===== config.mk =====
export PLATFORM = sky130hd
export DESIGN_NAME = wb_unit_flat
export DESIGN_NICKNAME = d
export VERILOG_FILES = /design/src/rtl/wb_unit_if.sv /design/src/rtl/wb_unit.sv /design/src/flat_wrapper.sv
export SDC_FILE = /design/constraint.sdc
export NUM_CORES = 1
export LEC_CHECK = 0
export ABC_AREA = 1
export CORE_ASPECT_RATIO = 0.5
export CORE_MARGIN = 2
export CORE_UTILIZATION = 52
export DETAILED_ROUTE_END_ITERATION = 6
export GPL_ROUTABILITY_DRIVEN = 0
export MAX_ROUTING_LAYER = met4
export PLACE_DENSITY = 0.87
export SETUP_SLACK_MARGIN = 0.15
export SLEW_MARGIN = 20
export SYNTH_ARGS = -nofsm -noshare
export SYNTH_HDL_FRONTEND = slang
export SYNTH_SLANG_ARGS = --single-unit

===== constraint.sdc =====
create_clock -name clk -period 3.6 [get_ports clk]
set_input_delay 0.54 -clock clk [delete_from_list [all_inputs] [get_ports clk]]
set_output_delay 0.54 -clock clk [all_outputs]
set_load 0.1 [all_outputs]

===== src/rtl/wb_unit_if.sv =====
// Writeback bus between the MEM stage / data memory and the writeback unit.
// The master side drives requests and memory responses; the slave side is the unit.
interface wb_unit_if #(
  parameter int CNT_W = 32
);
  logic             in_valid;
  logic             in_ready;
  logic [4:0]       in_rd_src;
  logic             in_is_load;
  logic [31:0]      in_alu_result;
  logic [2:0]       in_funct3;
  logic [1:0]       in_addr_lo;
  logic             mem_rvalid;
  logic [31:0]      mem_rdata;
  logic             reg_we;
  logic [4:0]       rd_src;
  logic [31:0]      rd;
  logic             misalign;
  logic [CNT_W-1:0] retired;

  modport master (
    output in_valid, in_rd_src, in_is_load, in_alu_result, in_funct3, in_addr_lo,
           mem_rvalid, mem_rdata,
    input  in_ready, reg_we, rd_src, rd, misalign, retired
  );

  modport slave (
    input  in_valid, in_rd_src, in_is_load, in_alu_result, in_funct3, in_addr_lo,
           mem_rvalid, mem_rdata,
    output in_ready, reg_we, rd_src, rd, misalign, retired
  );
endinterface


===== src/rtl/wb_unit.sv =====
// Writeback unit: retires ALU results directly and waits for one load response,
// extracting and extending the addressed byte/half/word before the regfile write.
module wb_unit #(
  parameter int CNT_W = 32
) (
  input  logic       clk,
  input  logic       rst,
  wb_unit_if.slave   bus
);

  localparam logic [2:0] F3_LB  = 3'b000;
  localparam logic [2:0] F3_LH  = 3'b001;
  localparam logic [2:0] F3_LW  = 3'b010;
  localparam logic [2:0] F3_LBU = 3'b100;
  localparam logic [2:0] F3_LHU = 3'b101;

  typedef enum logic {IDLE, WAIT_MEM} state_t;

  state_t     state;
  logic [4:0] pend_rd;
  logic [2:0] pend_funct3;
  logic [1:0] pend_addr;

  function automatic logic load_legal(input logic [2:0] f3, input logic [1:0] a);
    // NOTE: the default arm covers every unlisted funct3, so the result is always assigned.
    case (f3)
      F3_LB, F3_LBU: load_legal = 1'b1;
      F3_LH, F3_LHU: load_legal = ~a[0];
      F3_LW:         load_legal = (a == 2'b00);
      default:       load_legal = 1'b0;
    endcase
  endfunction

  function automatic logic [31:0] load_extract(input logic [2:0]  f3,
                                               input logic [1:0]  a,
                                               input logic [31:0] w);
    logic [7:0]  b;
    logic [15:0] h;
    b = w[{a, 3'b000} +: 8];
    h = w[{a[1], 4'b0000} +: 16];
    case (f3)
      F3_LB:   load_extract = {{24{b[7]}}, b};
      F3_LBU:  load_extract = {24'h0, b};
      F3_LH:   load_extract = {{16{h[15]}}, h};
      F3_LHU:  load_extract = {16'h0, h};
      default: load_extract = w;
    endcase
  endfunction

  assign bus.in_ready = (state == IDLE);

  // NOTE: all state here is sequential, so every assignment is non-blocking.
  always_ff @(posedge clk or negedge rst) begin
    if (!rst) begin
      state        <= IDLE;
      pend_rd      <= '0;
      pend_funct3  <= '0;
      pend_addr    <= '0;
      bus.reg_we   <= 1'b0;
      bus.rd_src   <= '0;
      bus.rd       <= '0;
      bus.misalign <= 1'b0;
      bus.retired  <= '0;
    end else begin
      bus.reg_we   <= 1'b0;
      bus.misalign <= 1'b0;
      case (state)
        IDLE: begin
          if (bus.in_valid) begin
            if (!bus.in_is_load) begin
              bus.reg_we  <= (bus.in_rd_src != 5'd0);
              bus.rd_src  <= bus.in_rd_src;
              bus.rd      <= bus.in_alu_result;
              bus.retired <= bus.retired + CNT_W'(1);
            end else if (load_legal(bus.in_funct3, bus.in_addr_lo)) begin
              state       <= WAIT_MEM;
              pend_rd     <= bus.in_rd_src;
              pend_funct3 <= bus.in_funct3;
              pend_addr   <= bus.in_addr_lo;
            end else begin
              bus.misalign <= 1'b1;
              bus.retired  <= bus.retired + CNT_W'(1);
            end
          end
        end
        WAIT_MEM: begin
          if (bus.mem_rvalid) begin
            state       <= IDLE;
            bus.reg_we  <= (pend_rd != 5'd0);
            bus.rd_src  <= pend_rd;
            bus.rd      <= load_extract(pend_funct3, pend_addr, bus.mem_rdata);
            bus.retired <= bus.retired + CNT_W'(1);
          end
        end
      endcase
    end
  end

endmodule

===== src/flat_wrapper.sv =====
// flat-port wrapper written by rule: the top's interface ports become plain ports
module wb_unit_flat 
#(
  parameter int CNT_W = 32
)
  (clk, rst, bus_in_valid, bus_in_rd_src, bus_in_is_load, bus_in_alu_result, bus_in_funct3, bus_in_addr_lo, bus_mem_rvalid, bus_mem_rdata, bus_in_ready, bus_reg_we, bus_rd_src, bus_rd, bus_misalign, bus_retired);
  wb_unit_if #(.CNT_W(CNT_W)) bus_i ();
  input  logic clk;
  input  logic rst;
  input wire logic [$bits(bus_i.in_valid)-1:0] bus_in_valid;
  input wire logic [$bits(bus_i.in_rd_src)-1:0] bus_in_rd_src;
  input wire logic [$bits(bus_i.in_is_load)-1:0] bus_in_is_load;
  input wire logic [$bits(bus_i.in_alu_result)-1:0] bus_in_alu_result;
  input wire logic [$bits(bus_i.in_funct3)-1:0] bus_in_funct3;
  input wire logic [$bits(bus_i.in_addr_lo)-1:0] bus_in_addr_lo;
  input wire logic [$bits(bus_i.mem_rvalid)-1:0] bus_mem_rvalid;
  input wire logic [$bits(bus_i.mem_rdata)-1:0] bus_mem_rdata;
  output wire logic [$bits(bus_i.in_ready)-1:0] bus_in_ready;
  output wire logic [$bits(bus_i.reg_we)-1:0] bus_reg_we;
  output wire logic [$bits(bus_i.rd_src)-1:0] bus_rd_src;
  output wire logic [$bits(bus_i.rd)-1:0] bus_rd;
  output wire logic [$bits(bus_i.misalign)-1:0] bus_misalign;
  output wire logic [$bits(bus_i.retired)-1:0] bus_retired;
  assign bus_i.in_valid = bus_in_valid;
  assign bus_i.in_rd_src = bus_in_rd_src;
  assign bus_i.in_is_load = bus_in_is_load;
  assign bus_i.in_alu_result = bus_in_alu_result;
  assign bus_i.in_funct3 = bus_in_funct3;
  assign bus_i.in_addr_lo = bus_in_addr_lo;
  assign bus_i.mem_rvalid = bus_mem_rvalid;
  assign bus_i.mem_rdata = bus_mem_rdata;
  assign bus_in_ready = bus_i.in_ready;
  assign bus_reg_we = bus_i.reg_we;
  assign bus_rd_src = bus_i.rd_src;
  assign bus_rd = bus_i.rd;
  assign bus_misalign = bus_i.misalign;
  assign bus_retired = bus_i.retired;
  wb_unit #(.CNT_W(CNT_W)) u_core (.clk(clk), .rst(rst), .bus(bus_i));
endmodule

==> results of run 1 <==
[routing by layer]
layer,share of wire,vias up,routed length [um],global-route usage
met5,0,-,0,-
met4,0.013,0,195,0.1013
met3,0.091,22,1331,0.06606
met2,0.48,254,7067,0.4803
met1,0.41,2489,6028,0.3382
li1,-,2673,-,-
[synth_stat cells, drive strengths merged]
cell,number,share of area
nand2,314,0.23
nor2,142,0.12
dfrtp,82,0.40
a21oi,51,0.049
inv,35,0.026
nand3,29,0.030
buf,27,0.040
o21ai,25,0.024
nand3b,16,0.023
xor2,13,0.022
a31oi,5,0.0060
clkbuf,5,0.0036
nand4,4,0.0048
nor3,4,0.0039
xnor2,3,0.0051
a21o,2,0.0029
o22ai,2,0.0024
ha,1,0.0024
nor3b,1,0.0014
nor4,1,0.0012
[report_power, final]
group	switching (mW)	internal, mW
combinational	1.66	0.533
sequential	0.178	1.10
clock	0.374	0.713
[final cells by class]
cell class              instances  area [um^2]  area share
well taps                     135        168.9     0.02408
inverters                      35        133.9     0.01908
clock inverters                 5        100.1     0.01427
flip-flops and latches         82         2052      0.2925
repair buffers                154         1530      0.2181
clock buffers                  11        252.7     0.03603
multi-input cells             613         2778      0.3959
[worst paths after layout]
| check | cells past startpoint | slack (ps) | end |
|---|---|---|---|
| worst min register to register | 2 | 490 | u_core.bus.rd[12] |
| worst min-delay path | 1 | 240 | u_core.bus.retired[7] |
| min in group clk | 2 | 490 | u_core.bus.rd[12] |
| worst max register to register | 7 | 1200 | u_core.bus.rd[14] |
| worst max-delay path | 4 | 990 | bus_in_ready |
| max in group asynchronous | 1 | 2850 | u_core.bus.misalign |
[kinds of logic (layout without fill, tap and decap cells)]
logic type,count (synthesis),after routing,synth area share
AOI/OAI and AO/OA,85,85,0.08464
xor gates and xnor gates,16,16,0.02701
adders and majority gates,1,1,0.002411
buffers and inverters,67,205,0.06921
DFF,82,82,0.3955
and+or+nand+nor,511,511,0.4213
[state kept, by name, indices dropped and copies added (netlist names)]
register,flops
u_core.bus.reg_we,1
u_core.pend_rd,5
u_core.pend_addr,2
u_core.bus.rd,32
u_core.pend_funct3,3
u_core.bus.rd_src,5
u_core.bus.retired,32
u_core.bus.misalign,1
u_core.state,1
[worst register-to-register path, stage by stage (launching register included)]
cell,delay (ps)
dfrtp_1,590
buf_4,370
inv_2,70
nand3_2,100
nand2_4,200
inv_2,680
a21oi_1,110
a21oi_1,200
[stage by stage]
step | hold slack [ps] | utilization
after floorplan | 244.4 | -
after global placement | 467.1 | 0.6957
after detailed placement | 464.5 | 0.6957
after CTS | 426.9 | 0.7325
after global routing | 310.1 | 0.7329
final | 238.3 | 0.7329
==> reports/results.tsv, run 1 <==
metric	value	unit
Total Power	4.554	mW
Crit-path slowest cell	dfrtp_1	
Final nets	975	
clock root cell	clkbuf_16	
pre-CTS setup slack	1157	ps
critical path, cell by cell	buf_4, inv_2, buf_4, buf_4	
I/O pin total	151	
Avg Cell Area, Syn	6.809	um^2
residual DRC count	0	
vias per std cell	5.254	
final setup vio count	0	
Net Count, Synth	842	
setup bufs post-CTS	0	
sequential share of the synthesized area	0.3955	
Core Area	9572	um^2
Mapped Area	5189	um^2
drt first pass iters	6	
status	completed	
Clk pin slew, worst setup/hold paths	60	ps
R2R Path Start	u_core.state	
Pwr per Cell Area	649.1	nW/um^2
Die Footprint	10840	um^2
Max Cap Viol	0	
Hold Fails Final Rpt	0	
design area	7015	um^2
CP peak stage delay	530	ps
clock latency on the worst-skew pair	350	ps
Cell Rows	25	
port buffer count	150	
routed via count	5438	
gr usage total	0.2820	
wire per inst	14.13	um
CP top delay family	buffers and inverters	
final setup TNS	0	ps
Least-Margin Pin Slew	1013	ps
cts hold-fix bufs	0	
Post-Syn Instances	762	
slew margin rel.	0.3227	
first-pass GRT wire length	23540	um
Hold Path Class	in -> async	
placed inst area	6659	um^2
non-filler cells, final	1035	
Die Height	74.64	um
H-tree Lvls	3	
antenna violations before repair	0	
vias in the first global route	5016	
commonest non-fill, non-tap cell in the layout	nand2_1	
Worst EP required	3060	ps
largest net degree at the start of global routing	83	
setup ws final	994.2	ps
Filler Cell Count	773	
critical setup path kind	reg -> out	
most used cell, CP	buf_4	
Buf/Inv on CP	4	
Tcrit/Tclk final	0.7238	
Die Width	145.3	um
Max FO, Critical Path	46	
flops & latches, synth	82	
crit path launch	u_core.state	
VDD IR max	0.0005149	V
RSZ-0062 raised after global routing	false	
layout cells sized above 1	0.07889	
Layout area overhead	35.21	%
P_leak	3.172	nW
Crit. End Element	output port	
Yosys warning total	0	
total CTS buffers	9	
synth unique cells	30	
CTS tree	done	
Initial Util	0.5421	
clock buffer depth	2	
Ant. Diodes	0	
clock skew	9.711	ps
max-slew violations	0	
post-DP HPWL	10520	um
1st-iter DRT viols	514	
Remaining Overflow, GRT	0	
Placed Instances	1019	
crit path DAT	2070	ps
fmax	383.8	MHz
clk sinks	82	
Post-CTS Resized	0	
CP startpoint kind	flop	
drt total wl	14620	um
most frequent cells in the layout	nand2_1, clkdlybuf4s50_1, nor2_1, dfrtp_1, a21oi_1	
antenna-violating nets left	0	
minimum clock period	2606	ps
(Power assumes the default switching activity.)
==> run 2, diff against run 1 <==
--- a/config.mk
+++ b/config.mk
@@ -8,11 +8,11 @@
 export ABC_AREA = 1
 export CORE_ASPECT_RATIO = 0.5
 export CORE_MARGIN = 2
-export CORE_UTILIZATION = 52
+export CORE_UTILIZATION = 44
 export DETAILED_ROUTE_END_ITERATION = 6
 export GPL_ROUTABILITY_DRIVEN = 0
 export MAX_ROUTING_LAYER = met4
-export PLACE_DENSITY = 0.87
+export PLACE_DENSITY = 0.78
 export SETUP_SLACK_MARGIN = 0.15
 export SLEW_MARGIN = 20
 export SYNTH_ARGS = -nofsm -noshare
==> constraint.sdc (replaced) <==
create_clock -name clk -period 2.1 [get_ports clk]
set_input_delay 0.315 -clock clk [delete_from_list [all_inputs] [get_ports clk]]
set_output_delay 0.315 -clock clk [all_outputs]
set_load 0.1 [all_outputs]
==> run 2 against run 1 <==
Final cell count increased by 3.3%. Clock power increased by 90%. Worst hold slack improved by 230 ps. Critical path depth decreased by 1. Critical path type unchanged. Largest cell class unchanged.
==> reports/results.tsv, run 2 (synthesized netlist as in run 1, its figures left out) <==
metric	value	unit
Ant. Diodes	0	
clock buffer depth	2	
Die Width	157.6	um
Cell Rows	27	
Crit-path slowest cell	dfrtp_1	
1st-iter DRT viols	343	
post-DP HPWL	11090	um
drt first pass iters	5	
status	completed	
clock latency on the worst-skew pair	350	ps
max-slew violations	0	
clock skew	12.31	ps
final setup vio count	0	
largest net degree at the start of global routing	48	
metal2 WL	7001	um
port buffer count	150	
met1 WL	6520	um
Max FO, Critical Path	46	
Least-Margin Pin Slew	878.7	ps
minimum clock period	1848	ps
H-tree Lvls	3	
Remaining Overflow, GRT	0	
critical setup path kind	reg -> out	
Layout area overhead	35.04	%
metal3 WL	987	um
clk sinks	82	
Worst EP required	1780	ps
Max Cap Viol	0	
vias in the first global route	5015	
I/O pin total	151	
vias per std cell	5.035	
Hold Fails Final Rpt	0	
VDD IR max	0.0008634	V
fmax	541.1	MHz
routed via count	5382	
DR top layer	met4	
CP peak stage delay	440	ps
crit path DAT	1530	ps
Final nets	985	
antenna violations before repair	0	
gr usage total	0.2471	
wire per inst	13.74	um
setup bufs post-CTS	0	
Pwr per Cell Area	1135	nW/um^2
Buf/Inv on CP	3	
RSZ-0062 raised after global routing	false	
slew margin rel.	0.4133	
pre-CTS setup slack	78.60	ps
final setup TNS	0	ps
Hold Path Class	in -> async	
residual DRC count	0	
setup ws final	252.0	ps
Tcrit/Tclk final	0.8800	
critical path, cell by cell	inv_2, buf_4, buf_12	
Core Area	11250	um^2
commonest non-fill, non-tap cell in the layout	nand2_1	
P_leak	3.334	nW
Initial Util	0.4612	
drt total wl	14690	um
total CTS buffers	9	
CP top delay family	buffers and inverters	
first-pass GRT wire length	23820	um
most frequent cells in the layout	nand2_1, nor2_1, buf_4, dfrtp_1, clkdlybuf4s50_1	
CTS tree	done	
CP startpoint kind	flop	
Largest regs	u_core.bus.rd (32), u_core.bus.retired (32)	
Clk pin slew, worst setup/hold paths	60	ps
clock root cell	clkbuf_16	
Crit. End Element	output port	
Die Height	80.79	um
Die Footprint	12730	um^2
antenna-violating nets left	0	
layout cells sized above 1	0.1692	
run 2: changes by cell type in the layout (fill, tap and decap cells not counted), sizes merged:
| cell | before | now |
|---|---|---|
| bufinv | 3 | 5 |
| dlygate4sd3 | 0 | 1 |
| clkbuf | 11 | 9 |
| clkdlybuf4s50 | 148 | 77 |
| buf | 6 | 86 |
| inv | 35 | 36 |
| clkinv | 2 | 1 |
run 2: area by class of cell:
| class | instances | area, um^2 |
|---|---|---|
| clock buffer | 9 | 225.2 |
| fill | 1035 | 4243 |
| inverter | 35 | 133.9 |
| timing repair buffer | 164 | 1451 |
| tap | 159 | 198.9 |
| clock inverter | 7 | 163.9 |
| multi-input combinational | 613 | 2778 |
| sequential | 82 | 2056 |
run 2: metrics by stage:
stage          hold WS [ps]  instance area [um^2]  power [mW]    util  instances
6_report              465.6                  7007       7.950  0.6228       1069
5_1_grt               504.9                  7007       8.282  0.6228       1069
4_1_cts               473.1                  7005       7.985  0.6227       1069
3_5_place_dp          286.7                  6606       5.907  0.5873       1052
3_3_place_gp          284.2                  6606       5.860  0.5873       1052
2_1_floorplan         19.41                  5191       5.027       -        762
run 2: repair_timing:
action                                  CTS  global route
endpoints found under the hold margin    30             0
hold buffers                              1             0
endpoints found under the setup margin    0            24
gates resized for setup                   0             1
run 2: report_power, final:
group | switching [mW] | internal (mW) | total, mW
registers | 0.302 | 1.89 | 2.19
clock network | 0.666 | 1.40 | 2.07
logic | 2.84 | 0.853 | 3.69
total | 3.80 | 4.15 | 7.95
run 2: path summary, 6_finish.rpt:
kind / from / to / slack (ps) / cells after the start
worst min-delay path: rst / u_core.bus.retired[13] / 470 / 2
max in group asynchronous: rst / u_core.bus.rd[0] / 1030 / 3
min in group clk: u_core.bus.rd[11] / u_core.bus.rd[11] / 480 / 2
worst min register to register: u_core.bus.rd[11] / u_core.bus.rd[11] / 480 / 2
worst max-delay path: u_core.state / bus_in_ready / 250 / 3
worst max register to register: u_core.pend_funct3[1] / u_core.bus.rd[14] / 390 / 7
run 2: metal layers:
metal | track usage | vias to the layer above
met5 | - | -
met2 | 0.4175 | 183
met1 | 0.2997 | 2498
li1 | - | 2685
met4 | 0.07273 | 0
met3 | 0.05816 | 16
